==> src/rtl/fetch_unit.sv <==
// Instruction fetch stage: owns the PC, issues one read at a time and
// hands {err, pc, inst} to the IF/ID register over valid/ready.
module fetch_unit #(
  parameter int              XLEN     = 32,
  parameter logic [XLEN-1:0] RESET_PC = 32'h8000_0000
) (
  input  logic              clk,
  input  logic              rst,
  input  logic              redirect_valid,
  input  logic [XLEN-1:0]   redirect_pc,
  output logic              mem_req_valid,
  input  logic              mem_req_ready,
  output logic [XLEN-1:0]   mem_req_addr,
  input  logic              mem_resp_valid,
  output logic              mem_resp_ready,
  input  logic [XLEN-1:0]   mem_resp_data,
  input  logic              mem_resp_err,
  output logic              out_valid,
  input  logic              out_ready,
  output logic [2*XLEN:0]   out_data
);

  typedef enum logic [1:0] {
    S_IDLE,
    S_REQ,
    S_WAIT,
    S_HOLD
  } state_e;

  state_e            state_q;
  logic [XLEN-1:0]   pc_q;
  logic [XLEN-1:0]   pc_d;
  logic [XLEN-1:0]   req_addr_q;
  logic              kill_q;
  logic [2*XLEN:0]   out_data_q;

  logic              ld_en;
  logic [XLEN-1:0]   ld_addr;
  logic              ld_misal;

  assign mem_req_valid  = (state_q == S_REQ);
  assign mem_resp_ready = (state_q == S_WAIT);
  assign out_valid      = (state_q == S_HOLD);
  assign mem_req_addr   = req_addr_q;
  assign out_data       = out_data_q;

  // ld_en marks every cycle that starts a fresh fetch at ld_addr
  always_comb begin
    ld_en   = 1'b0;
    ld_addr = pc_q;
    pc_d    = redirect_valid ? redirect_pc : pc_q;
    unique case (state_q)
      S_IDLE: begin
        ld_en   = 1'b1;
        ld_addr = redirect_valid ? redirect_pc : pc_q;
      end
      S_REQ: begin
      end
      S_WAIT: begin
        if (mem_resp_valid && (kill_q || redirect_valid)) begin
          ld_en   = 1'b1;
          ld_addr = redirect_valid ? redirect_pc : pc_q;
        end
      end
      S_HOLD: begin
        if (redirect_valid) begin
          ld_en   = 1'b1;
          ld_addr = redirect_pc;
        end else if (out_ready) begin
          ld_en   = 1'b1;
          ld_addr = pc_q + XLEN'(4);
          pc_d    = pc_q + XLEN'(4);
        end
      end
    endcase
    ld_misal = (ld_addr[1:0] != 2'b00);
  end

  always_ff @(posedge clk) begin
    if (rst) begin
      state_q    <= S_IDLE;
      pc_q       <= RESET_PC;
      req_addr_q <= RESET_PC;
      kill_q     <= 1'b0;
      out_data_q <= '0;
    end else begin
      pc_q <= pc_d;
      if (ld_en) begin
        req_addr_q <= ld_addr;
        kill_q     <= 1'b0;
        // misaligned targets fault locally without touching memory
        if (ld_misal) begin
          state_q    <= S_HOLD;
          out_data_q <= {1'b1, ld_addr, {XLEN{1'b0}}};
        end else begin
          state_q <= S_REQ;
        end
      end else begin
        unique case (state_q)
          S_REQ: begin
            if (redirect_valid) kill_q <= 1'b1;
            if (mem_req_ready) state_q <= S_WAIT;
          end
          S_WAIT: begin
            if (mem_resp_valid) begin
              out_data_q <= {mem_resp_err, req_addr_q, mem_resp_data};
              state_q    <= S_HOLD;
            end else if (redirect_valid) begin
              kill_q <= 1'b1;
            end
          end
          default: begin
          end
        endcase
      end
    end
  end

endmodule
==> config.mk <==
export PLATFORM = sky130hd
export DESIGN_NAME = fetch_unit
export DESIGN_NICKNAME = d
export VERILOG_FILES = /design/src/rtl/fetch_unit.sv
export SDC_FILE = /design/constraint.sdc
export NUM_CORES = 1
export LEC_CHECK = 0
export CAP_MARGIN = 20
export CORE_ASPECT_RATIO = 1.25
export CORE_MARGIN = 3
export CORE_UTILIZATION = 50
export CTS_CLUSTER_SIZE = 14
export DETAILED_ROUTE_END_ITERATION = 12
export GPL_TIMING_DRIVEN = 1
export HOLD_SLACK_MARGIN = 0.15
export PLACE_DENSITY_LB_ADDON = 0.25
export SLEW_MARGIN = 20
export SYNTH_ARGS = -nofsm -noshare
export SYNTH_HDL_FRONTEND = slang
export SYNTH_SLANG_ARGS = --single-unit
==> constraint.sdc <==
create_clock -name clk -period 3.1 [get_ports clk]
set_input_delay 0.62 -clock clk [delete_from_list [all_inputs] [get_ports clk]]
set_output_delay 0.62 -clock clk [all_outputs]
set_load 0.005 [all_outputs]
==> reports/results.ini <==
[place]
dp_hpwl_um = 17700
gp_congestion = 0.993
numPortBuffers = 170
dp.cells = 1248

[die]
die_w_um = 113
initial_core_util_pct = 51.3
dieHeight_um = 140
io_pins = 171
core_area_um2 = 13900
die_area_um2 = 15800
rows = 48

[critical_path]
required_ns = 2.48
startpoint_type = flip-flop
r2r_slack_ns = 0.32
crit_chain = ha_1, buf_4, clkdlybuf4s50_1
path_depth = 3
max_stage_delay_ns = 0.52
reg2reg_to = out_data[62]
criticalPathCategory = flip-flop to output pin
r2r_start = pc_q[2]
crit_end = out_valid
endpoint_kind = output pin
crit_family = buffers and inverters
slowest_stage = clkdlybuf4s50_1
critical_path_arrival_ns = 2.20
path_max_fanout = 11
startpoint = state_q[0]
cp_num_buf_inv = 2
rr_worst_depth = 7

[sta]
fmax_mhz = 354
rsz0062_at_grt = no
slew_violations = 0
tns_ns = 0
finClkSkew_ns = 0.0114
period_needed_ns = 2.82
maxSlewHeadroom_pct = 53.9
tightest_slew_ns = 0.686
fin_crit_sh_pct = 91.1
finalHoldViolCount = 0
setup_viol = 0

[global_routing]
antenna_found_initial = 0
track_usage_pct = 31.6
grt_pass1_vias = 7758
grt_max_degree = 68
grt_pass1_wl_um = 40500
grt_overflow_total = 0

[logic_synthesis]
netlist_instances = 943
yosysTopAreaCell = dfxtp_1
syn_area_um2 = 7150
synthTopCellsByArea = dfxtp_1 37%, a21oi_1 5.9%, nor2_1 5.6%
yosys_warnings = 0
syn_area_per_cell_um2 = 7.58
ys.flop_type = dfxtp_1
async_flop_share_pct = 0
netlist.area_leader.share_pct = 36.9
yosysSeqAreaShare_pct = 36.9
synth_nets = 1019
synth_seq_cells = 132
yosys.cell_types.count = 71
synth_edf_count = 0

[cts]
post_cts_resized = 0
clock-sinks = 132
cts_setup_buffers = 0
clock_latency_ns = 0.43
numCtsBuffers = 17
clock_tree.root_cell = clkbuf_16
cts_max_level = 4
ctsLongestPathBuffers = 2
cts_tree = yes
hold_buffers = 0
clk_pin_slew_ns = 0.06

[cells_and_area]
fin_nets = 1168
final_common_cell = clkdlybuf4s50_1
n_antenna_cell = 0
area_growth_pct = 35.7
layoutNonFillerInstCount = 1280
layout_common_cells = 168 x clkdlybuf4s50_1, 132 x dfxtp_1, 106 x nor2_1, 100 x nand2_1, 85 x a21oi_1
layout-drive-gt1-share_pct = 9.32

[route]
drc = 0
postRouteAntennaNets = 0
wl_um = 25400
first_iter_violations = 894
via_per_inst = 6.37
dr.pass1.iters = 6
wl_per_cell_um = 19.8
vias = 8154

[run]
max-cap-violations = 0

[power]
p_int_w = 0.00501
leakage_nw = 3.41
p_comb_share_pct = 49.1
power_frac_seq_pct = 28.3
swShare_pct = 40.4
vdd_ir_drop_max_uv = 493
p_clk_share_pct = 22.6
power.density_nw_per_um2 = 867
p_switching_w = 0.00340

[run_status]
status = completed

[worst_hold_path]
min_path_type = flip-flop to flip-flop

-- cell type report --
| type | count | area, um2 |
|---|---|---|
| repair buffers | 221 | 2140 |
| inverters | 17 | 63.8 |
| clock inverters | 11 | 76.3 |
| clock buffers | 21 | 480 |
| flip-flops and latches | 132 | 2640 |
| fillers | 1189 | 4230 |
| well taps | 175 | 219 |
| multi-input cells | 703 | 4090 |
-- per-layer routing --
layer  vias up  wire length [um]  GRT usage (%)
met5         -                 0              0
met4         0               868           13.9
met3        83              2460           6.44
met2       463             12000           52.2
met1      3826             10100           39.8
li1       3782                 -              -
-- power groups by stage --
stage,logic (W),registers [W],clock network (W)
final,0.00413,0.00238,0.00190
after global routing,0.00448,0.00243,0.00199
after CTS,0.00409,0.00238,0.00192
after detailed placement,0.00405,0.00241,0
after global placement,0.00403,0.00241,0
after floorplan,0.00221,0.00237,0
-- synthesized netlist by cell type, drive strengths merged, types with 7 or more instances --
cell / number
a31oi: 18
mux2i: 7
clkbuf: 64
nand2b: 7
a32oi: 10
nand4: 16
a221oi: 9
a21oi: 85
and2: 7
nand3b: 16
o221ai: 9
o41ai: 8
nand3: 54
nand2: 100
o211ai: 8
a221o: 9
o22ai: 7
nor4: 13
buf: 27
nor2: 107
inv: 16
o21ai: 49
a211oi: 20
nor3: 29
or3: 12
dfxtp: 132
-- tightest hold or removal path: stages (launching register included) --
cell,delay (ns)
dfxtp_1,0.30
nand2_1,0.05
a21oi_1,0.05
-- worst min path at each step --
| stage | startpoint | slack, ns | cells after the start | to |
|---|---|---|---|---|
| 2_1_floorplan | out_data[0] | 0.45 | 2 | out_data[0] |
| 3_3_place_gp | out_data[29] | 0.44 | 2 | out_data[29] |
| 3_5_place_dp | out_data[0] | 0.44 | 2 | out_data[0] |
| 4_1_cts | out_data[0] | 0.45 | 2 | out_data[0] |
| 5_1_grt | out_data[15] | 0.47 | 2 | out_data[15] |
| 6_report | out_data[29] | 0.45 | 2 | out_data[29] |
-- metrics by stage --
step	worst slack [ns]	area, um2	util, %	total power [W]	hold slack, ns
4_1_cts	0.320	9710	69.7	0.00838	0.450
5_1_grt	0.0544	9710	69.7	0.00890	0.468
3_3_place_gp	0.201	9150	65.7	0.00643	0.436
6_report	0.275	9710	69.7	0.00841	0.448
3_5_place_dp	0.142	9150	65.7	0.00646	0.442
2_1_floorplan	0.756	7150	-	0.00458	0.448
-- flip-flops by register name (all words and copies together), names as in the netlist --
register      cells
kill_q            1
state_q           2
mem_req_addr     32
pc_q             32
out_data         65
-- cells by family after synthesis --
| group | share of synthesized area [%] |
|---|---|
| AND/OR/NAND/NOR | 25.9 |
| XOR/XNOR | 1.10 |
| multiplexers | 1.92 |
| AO/OA/AOI/OAI | 27.2 |
| buffers and inverters | 6.05 |
| adder cells (fa/ha/maj) | 0.875 |
| flip-flops | 36.9 |
(Power assumes the default switching activity.)
